**src/rtl/note_sequencer.sv**
```systemverilog
// Maps keyboard bytes to notes, queues up to 4, plays each for NOTE_CYCLES then GAP_CYCLES silence.
// Byte sampled at T is visible in the queue at T; from idle the tone starts after T+1. A full queue drops the byte and pulses drop.
module note_sequencer #(
   parameter int unsigned NOTE_CYCLES = 12_500_000,
   parameter int unsigned GAP_CYCLES  = 500_000
) (
   input  logic        clk,
   input  logic        rst_n,
   input  logic [7:0]  data,
   input  logic        data_valid,
   output logic [16:0] half_period,
   output logic        tone_en,
   output logic        busy,
   output logic        drop
);
   typedef enum logic [1:0] {IDLE, PLAY, GAP} state_t;

   localparam logic [23:0] NOTE_LOAD = 24'(NOTE_CYCLES - 1);
   localparam logic [23:0] GAP_LOAD  = 24'(GAP_CYCLES - 1);
   localparam logic [3:0]  REST_CODE = 4'd8;

   state_t      r_state, w_state_nxt;
   logic [23:0] r_cnt, w_cnt_nxt;
   logic [3:0]  r_mem [4];
   logic [1:0]  r_wptr, r_rptr;
   logic [2:0]  r_count;
   logic [16:0] r_half_period, w_hp_nxt;
   logic        r_tone_en, w_tone_nxt;
   logic        r_drop;
   logic        w_is_note, w_is_flush, w_full, w_push, w_pop;
   logic [3:0]  w_code, w_head;

   function automatic logic [16:0] note_half_period(input logic [3:0] code);
      logic [16:0] hp;
      case (code)
         4'd0:    hp = 17'd95556;
         4'd1:    hp = 17'd85131;
         4'd2:    hp = 17'd75843;
         4'd3:    hp = 17'd71586;
         4'd4:    hp = 17'd63776;
         4'd5:    hp = 17'd56818;
         4'd6:    hp = 17'd50619;
         4'd7:    hp = 17'd47778;
         default: hp = 17'd0;
      endcase
      return hp;
   endfunction

   always_comb begin
      w_is_note = 1'b1;
      w_code    = 4'd0;
      case (data)
         8'h61:   w_code = 4'd0;
         8'h73:   w_code = 4'd1;
         8'h64:   w_code = 4'd2;
         8'h66:   w_code = 4'd3;
         8'h67:   w_code = 4'd4;
         8'h68:   w_code = 4'd5;
         8'h6A:   w_code = 4'd6;
         8'h6B:   w_code = 4'd7;
         8'h20:   w_code = REST_CODE;
         default: w_is_note = 1'b0;
      endcase
   end

   // Full is judged on the pre-pop count, so a byte arriving as the head pops is still dropped.
   assign w_is_flush = data_valid && (data == 8'h78);
   assign w_full     = (r_count == 3'd4);
   assign w_push     = data_valid && w_is_note && !w_full;
   assign w_head     = r_mem[r_rptr];

   always_comb begin
      w_state_nxt = r_state;
      w_cnt_nxt   = r_cnt;
      w_tone_nxt  = r_tone_en;
      w_hp_nxt    = r_half_period;
      w_pop       = 1'b0;
      case (r_state)
         IDLE: w_pop = (r_count != 3'd0);
         PLAY: begin
            if (r_cnt == 24'd0) begin
               w_state_nxt = GAP;
               w_cnt_nxt   = GAP_LOAD;
               w_tone_nxt  = 1'b0;
               w_hp_nxt    = 17'd0;
            end else begin
               w_cnt_nxt = r_cnt - 24'd1;
            end
         end
         GAP: begin
            if (r_cnt == 24'd0) begin
               if (r_count != 3'd0) w_pop = 1'b1;
               else                 w_state_nxt = IDLE;
            end else begin
               w_cnt_nxt = r_cnt - 24'd1;
            end
         end
         default: w_state_nxt = IDLE;
      endcase
      if (w_pop) begin
         w_state_nxt = PLAY;
         w_cnt_nxt   = NOTE_LOAD;
         w_tone_nxt  = (w_head != REST_CODE);
         w_hp_nxt    = note_half_period(w_head);
      end
      if (w_is_flush) begin
         w_pop       = 1'b0;
         w_state_nxt = IDLE;
         w_cnt_nxt   = 24'd0;
         w_tone_nxt  = 1'b0;
         w_hp_nxt    = 17'd0;
      end
   end

   always_ff @(posedge clk or negedge rst_n) begin
      if (!rst_n) begin
         r_state       <= IDLE;
         r_cnt         <= 24'd0;
         r_tone_en     <= 1'b0;
         r_half_period <= 17'd0;
      end else begin
         r_state       <= w_state_nxt;
         r_cnt         <= w_cnt_nxt;
         r_tone_en     <= w_tone_nxt;
         r_half_period <= w_hp_nxt;
      end
   end

   always_ff @(posedge clk or negedge rst_n) begin
      if (!rst_n) begin
         r_wptr  <= 2'd0;
         r_rptr  <= 2'd0;
         r_count <= 3'd0;
         r_drop  <= 1'b0;
      end else begin
         r_drop <= data_valid && w_is_note && w_full;
         if (w_is_flush) begin
            r_wptr  <= 2'd0;
            r_rptr  <= 2'd0;
            r_count <= 3'd0;
         end else begin
            if (w_push) r_wptr <= r_wptr + 2'd1;
            if (w_pop)  r_rptr <= r_rptr + 2'd1;
            case ({w_push, w_pop})
               2'b10:   r_count <= r_count + 3'd1;
               2'b01:   r_count <= r_count - 3'd1;
               default: r_count <= r_count;
            endcase
         end
      end
   end

   always_ff @(posedge clk) begin
      if (w_push) r_mem[r_wptr] <= w_code;
   end

   assign half_period = r_half_period;
   assign tone_en     = r_tone_en;
   assign drop        = r_drop;
   assign busy        = (r_state != IDLE) || (r_count != 3'd0);

endmodule

```
**config.mk**
```make
export PLATFORM = sky130hd
export DESIGN_NAME = note_sequencer
export DESIGN_NICKNAME = d
export VERILOG_FILES = /design/src/rtl/note_sequencer.sv
export SDC_FILE = /design/constraint.sdc
export NUM_CORES = 1
export LEC_CHECK = 0
export ABC_AREA = 1
export CAP_MARGIN = 20
export CORE_ASPECT_RATIO = 0.6
export CORE_MARGIN = 4
export CORE_UTILIZATION = 55
export CTS_CLUSTER_DIAMETER = 60
export DETAILED_ROUTE_END_ITERATION = 10
export GPL_TIMING_DRIVEN = 0
export PLACE_DENSITY = 0.88
export SLEW_MARGIN = 5
export SYNTH_ARGS = -nofsm -noshare
export SYNTH_HDL_FRONTEND = slang
export SYNTH_SLANG_ARGS = --single-unit
```
**constraint.sdc**
```tcl
create_clock -name clk -period 4.4 [get_ports clk]
set_input_delay 1.1 -clock clk [delete_from_list [all_inputs] [get_ports clk]]
set_output_delay 1.1 -clock clk [all_outputs]
set_load 0.03 [all_outputs]
```
### Word level (Yosys, flattened, before mapping)

Memories as Yosys holds them, arrays and structs flattened.
Cells that the tools add are included.
Widths: inputs -> output; s select.

* register bits: 52
* latch bits: 0
* bits in writable memories: 16
* bits in read-only memories: 136
* logic and storage cells: 90
* memories: 2

* add/sub/neg operators: 5
* $mul: 0
* divide/modulo/power cells: 0
* $lt $le $gt $ge: 0
* eq/ne operators: 21
* shift operators: 0
* mux-type cells: 34
* bitwise gates (word level): 0
* reduce and logical (&&, ||, !) cells: 20

Memories
* (no name shown): words 8, width 17, rd ports 1, clocked after memory_dff 0, wr ports 0, RTL line 35 `case (code)`
* r_mem: words 4, width 4, rd ports 1, clocked after memory_dff 0, wr ports 1, RTL line 24 `logic [3:0] r_mem [4];`

Operators by type and width (number)
* $mux 24: 4
* $mux 17: 5
* $eq 8x7->1 const B: 9
* $pmux 24 s2: 1
* $pmux 4 s8: 1
* $logic_not 24->1: 1
* $sub 24x1->24 const B: 1
* $ne 4x4->1 const B: 5
* $mux 2: 9
* $reduce_bool 3->1: 4
* $mux 1: 10
* $reduce_or 9->1: 1
* $eq 8x6->1 const B: 1
* $pmux 2 s3: 1
* $pmux 3 s2: 1
* $reduce_bool 2->1: 3
* $add 2x1->2 const B: 2
* $eq 2x1->1 const B: 2
* $eq 2x2->1 const B: 2
* $logic_and 1x1->1: 4
* $reduce_and 2->1: 2
* $reduce_and 4->1: 1
* $reduce_bool 4->1: 1
* $add 3x1->3 const B: 1
* 8 further kinds: 8

### Depth between registers and ports, before layout

Gate-level depths: netlist of run 1.

* depth after elaboration: 8
* depth in mapped cells: 17
* depth with buffers taken out: 17

### Worst setup path after synthesis of run 1

No wires, ideal clock.

* path type: input to register
* start: input port data[7]
* end: register r_count[2]
* data arrival time: 2854 ps
* path slack: 1430 ps
* stages on the path: 17
* path buffers: 0
* cells stage by stage: inv_1 nand2_1 nor2_1 nand3_1 nand2_1 nor2_1 nand2_1 nand3_2 nand2_4 inv_1 fa_1 xnor2_1 inv_1 nand2_1 nand2_1 nand2_1 nand2_1

* cells in the longest elaborated chain, start to end: 8

Ends and longest elaborated chain
* from (decl): RTL line 9 `input logic [7:0] data,`
* $eq 8x6->1 / $eq 8x7->1 (equally long branches): RTL line 52 `case (data)`
* $reduce_or 9->1 (no source line)
* $mux 1: RTL line 52
* $logic_and 1x1->1 (2 in series): RTL line 69 `assign w_push = data_valid && w_is_note && !w_full;`
* $eq 2x1->1 / $eq 2x2->1 (equally long branches): RTL line 144 `case ({w_push, w_pop})`
* $pmux 3 s2: RTL line 144
* $mux 3: RTL line 137 `if (w_is_flush) begin`
* to (signal assigned): RTL line 145 `2'b10: r_count <= r_count + 3'd1;`
* to (signal assigned): RTL line 146 `2'b01: r_count <= r_count - 3'd1;`
* to (signal assigned): RTL line 147 `default: r_count <= r_count;`
* to (decl): RTL line 26 `logic [2:0] r_count;`

Several ways; a longest one is shown, not always the timed one.
A chain may end at the register's enable or synchronous reset.

### Final worst setup path of run 1

* start: input port data[0]
* end: register r_count[2]

The elaborated chain is that of the path after synthesis.

==> results of run 1 <==
==> through the flow <==
stage / setup WS, ps / instances / instance area, µm²
after floorplan: 1430 / 482 / 4056
after global placement: 699.6 / 599 / 4466
after detailed placement: 654.5 / 600 / 4488
after CTS: 1004 / 616 / 4777
after global routing: 700.7 / 616 / 4777
final: 997.5 / 616 / 4777
==> power groups by stage <==
stage / Clock [mW] / Sequential, mW / Combinational [mW]
after floorplan: 0 / 1.08 / 1.28
after global placement: 0 / 0.969 / 1.82
after detailed placement: 0 / 0.982 / 1.89
after CTS: 0.715 / 0.975 / 1.90
after global routing: 0.754 / 1.00 / 2.11
final: 0.704 / 0.979 / 1.92
==> layout make-up <==
| type | count | area (µm²) | area share (%) |
|---|---|---|---|
| clock inverters | 2 | 35.03 | 0.7334 |
| repair buffers | 31 | 322.8 | 6.757 |
| well taps | 87 | 108.9 | 2.279 |
| multi-input cells | 345 | 1986 | 41.57 |
| flip-flops and latches | 68 | 1782 | 37.30 |
| plain buffers | 5 | 33.78 | 0.7072 |
| inverters | 64 | 255.2 | 5.343 |
| clock buffers | 14 | 254.0 | 5.317 |
==> cell families (layout without fill, tap and decap cells) <==
kind of cell / Yosys count / count (layout) / synth area share, %
AO/OA/AOI/OAI: 87 / 87 / 13.97
flip-flops: 68 / 68 / 43.92
AND/OR/NAND/NOR: 234 / 234 / 28.22
buffers and inverters: 69 / 116 / 7.125
adder cells (fa/ha/maj): 15 / 15 / 4.812
XOR/XNOR: 9 / 9 / 1.943
==> cells in the mapped netlist, drive strengths merged <==
library cell	count	area (µm²)
o41ai	1	8.760
inv	61	231.5
a21oi	24	153.9
xor2	7	61.31
buf	5	33.78
a22oi	1	12.51
nand4	5	46.29
nor2b	1	6.260
xnor2	2	17.52
dfrtp	52	1301
nor3b	1	7.510
ha	14	175.2
o22ai	2	12.51
o211ai	4	35.03
a31oi	2	12.51
nand2	134	596.8
o21ai	42	236.5
edfxtp	16	480.5
o2bb2ai	2	17.52
fa	1	20.02
nor2	62	291.5
o21bai	1	7.510
a211oi	1	7.510
nor3	4	36.29
clkinv	3	23.78
a21boi	1	7.510
nand3b	1	7.510
nand3	26	152.7
a32oi	2	17.52
o31ai	3	27.52
a32o	1	10.01
==> per-layer routing <==
layer	wire, µm	global-route usage [%]	vias up	share of wire, %
li1	-	-	1654	-
met1	4213	31.12	1601	46
met2	4019	36.29	141	44
met3	797	8.435	11	8.8
met4	68	7.189	0	0.75
met5	0	0	-	0
==> state kept, by name, indices dropped and copies added (netlist names) <==
name / flops
r_cnt: 24
half_period: 17
r_mem: 16
r_count: 3
r_rptr: 2
r_state: 2
r_wptr: 2
drop: 1
tone_en: 1
==> how the worst max path moves through the flow <==
stage               startpoint                     end  slack, ps
floorplan              data[7]  r_count[2]$_DFFE_PN0P_       1430
global placement         rst_n          drop$_DFF_PN0_        700
detailed placement     data[0]  r_count[2]$_DFFE_PN0P_        650
CTS                    data[0]  r_count[2]$_DFFE_PN0P_       1000
global route           data[6]  r_count[2]$_DFFE_PN0P_        700
finish                 data[0]  r_count[2]$_DFFE_PN0P_       1000
==> cell usage in the layout, fill, tap and decap left out, drive strengths merged <==
cell | netlist | final
o21ai | 42 | 42
o2bb2ai | 2 | 2
o211ai | 4 | 4
nor2 | 62 | 62
o21bai | 1 | 1
nor3 | 4 | 4
ha | 14 | 14
nor3b | 1 | 1
nor2b | 1 | 1
o22ai | 2 | 2
nand2 | 134 | 134
fa | 1 | 1
inv | 61 | 61
bufinv | 0 | 1
xnor2 | 2 | 2
a32o | 1 | 1
a211oi | 1 | 1
a21boi | 1 | 1
xor2 | 7 | 7
o41ai | 1 | 1
clkinv | 3 | 4
dfrtp | 52 | 52
a22oi | 1 | 1
buf | 5 | 7
nand3 | 26 | 26
a21oi | 24 | 24
a32oi | 2 | 2
nand3b | 1 | 1
a31oi | 2 | 2
clkdlybuf4s50 | 0 | 29
edfxtp | 16 | 16
o31ai | 3 | 3
nand4 | 5 | 5
clkbuf | 0 | 14
==> critical path: stages <==
cell and delay (ps):
clkdlybuf4s50_1 470, inv_2 100, nand2_1 90, nor2_1 180, nand2_1 100, nand2_1 70
nor2_1 60, nand2_1 90, nand3_2 200, nand2_4 190, inv_1 70, fa_1 380
xnor2_1 220, inv_1 60, nand2_1 60, nand2_1 50, nand2_1 70, nand2_1 50
==> results.json, run 1 <==
{
  "status": "finished, final reports clean",
  "worst_hold_slack_ps": 473.1,
  "worst_r2r_endpoint": "r_count[2]$_DFFE_PN0P_",
  "achievable-frequency_mhz": 293.9,
  "cts_post_setup_buffers_inserted": 0,
  "worst_clock_skew_ps": 10.34,
  "sw_frac_of_total_pct": 46.08,
  "clock_tree.root_cell": "clkbuf_16",
  "grt_usage_pct": 23.34,
  "finalWirelength_um": 9099,
  "internal-power_mw": 1.943,
  "num-nets-final": 550,
  "setup_repair_after_global_routing_missed_its_margin": "no",
  "comb_power_share_pct": 53.3,
  "post-route-drc-count": 0,
  "clk_pin_slew_worst_paths_ps": 50,
  "detail_route.vias_per_cell": 5.531,
  "synthesis.area_per_instance_um2": 8.416,
  "globalplace.congestion": 0.9050,
  "cts.path.max_buffers": 2,
  "vdd.ir_drop.worst_mv": 0.4291,
  "flop2flop_setup_slack_ps": 1800,
  "count_of_tritonroute_iterations_in_the_first_routing_pass": 8,
  "total_leakage_power_nw": 2.233,
  "power.clock.fraction_pct": 19.5,
  "initial_antenna_violation_count": 0,
  "number_of_global_route_vias_before_repair": 3374,
  "synth_cell_type_count": 52,
  "cap_viol_max_count": 0,
  "critical_path_peak_fanout": 10,
  "power.sequential.fraction_pct": 27.2,
  "flip_flop_and_latch_count_after_synthesis": 68,
  "design.portCount": 31,
  "die_height_um": 74.52,
  "switching_power_mw": 1.661,
  "cts_repair_resize_count": 0,
  "worst_slew_margin_rel_pct": 52.42,
  "required_time_of_the_critical_path_ps": 4620,
  "cts_max_level": 3,
  "io_buffers": 30,
  "finalSetupTns_ps": 0,
  "cts_tree": "yes",
  "transition_time_of_the_tightest_slew_check_pin_ps": 713.7,
  "synth_cells": 482,
  "cts_hold_buffers": 0,
  "arrival_ps": 3620,
  "die_w_um": 118.9,
  "reg2regPathDepth": 17,
  "min_period_ps": 3402,
  "postLayoutCoreUtil_pct": 69.17,
  "clk_latency_ps": 340,
  "antenna-diode-count": 0,
  "timing.setup.critical_path_class": "input port to register",
  "overflow": 0,
  "worstHoldPathType": "register to register",
  "yosysWarningCount": 0,
  "drive_above_1_share_pct": 13.61,
  "grt_first_pass_wirelength_um": 16130,
  "syn2layout_area_growth_pct": 17.77,
  "crit_path_start_kind": "input port",
  "floorplan.rows": 23,
  "start_util_pct": 58.73,
  "maximum_number_of_pins_on_one_net_before_global_route_repair": 30,
  "post-layout-total-power_mw": 3.604,
  "number_of_cts_inserted_buffers": 9,
  "timing.final.hold_violations": 0,
  "min_to": "half_period[4]$_DFFE_PN0P_",
  "routed-via-count": 3407,
  "antenna_left": 0,
  "number_of_design_rule_violations_left_by_the_first_detailed_router_iteration": 380,
  "power.density_cell_area_nw_per_um2": 754.3,
  "avgRoutedWirePerCell_um": 14.77,
  "mappedNetlistArea_um2": 4056,
  "cts.sinks": 68,
  "setup-violations-final": 0,
  "hold_start": "half_period[4]$_DFFE_PN0P_",
  "final_max_slew_viol_count": 0,
  "placeableCoreArea_um2": 6907,
  "dp_hpwl_um": 6881,
  "layout_worst_path_cycle_share_pct": 77.33,
  "timing.hold.worst_path_depth": 2,
  "seq_area_frac_synth_pct": 43.92,
  "floorplan.die_area_um2": 8858,
  "critical_path.endpoint_type": "register",
  "syn_nets": 508,
  "rr_startpoint": "r_cnt[0]$_DFFE_PN0P_",
  "fillers": 540
}
(Power assumes the default switching activity.)
==> run 2, diff against run 1 <==
==> constraint.sdc (replaced) <==
create_clock -name clk -period 3.6 [get_ports clk]
set_input_delay 0.9 -clock clk [delete_from_list [all_inputs] [get_ports clk]]
set_output_delay 0.9 -clock clk [all_outputs]
set_load 0.03 [all_outputs]
==> results of run 2 <==
The final DEF is identical to that of run 1. Status: finished, final reports clean.
Among the figures that moved: setup slack after placement 654.5 ps -> 54.49 ps; setup slack after layout 997.5 ps -> 397.5 ps; register-to-register setup slack 1800 ps -> 1000 ps; total power 3.604 mW -> 4.404 mW; worst IR drop on VDD 0.4291 mV -> 0.5244 mV
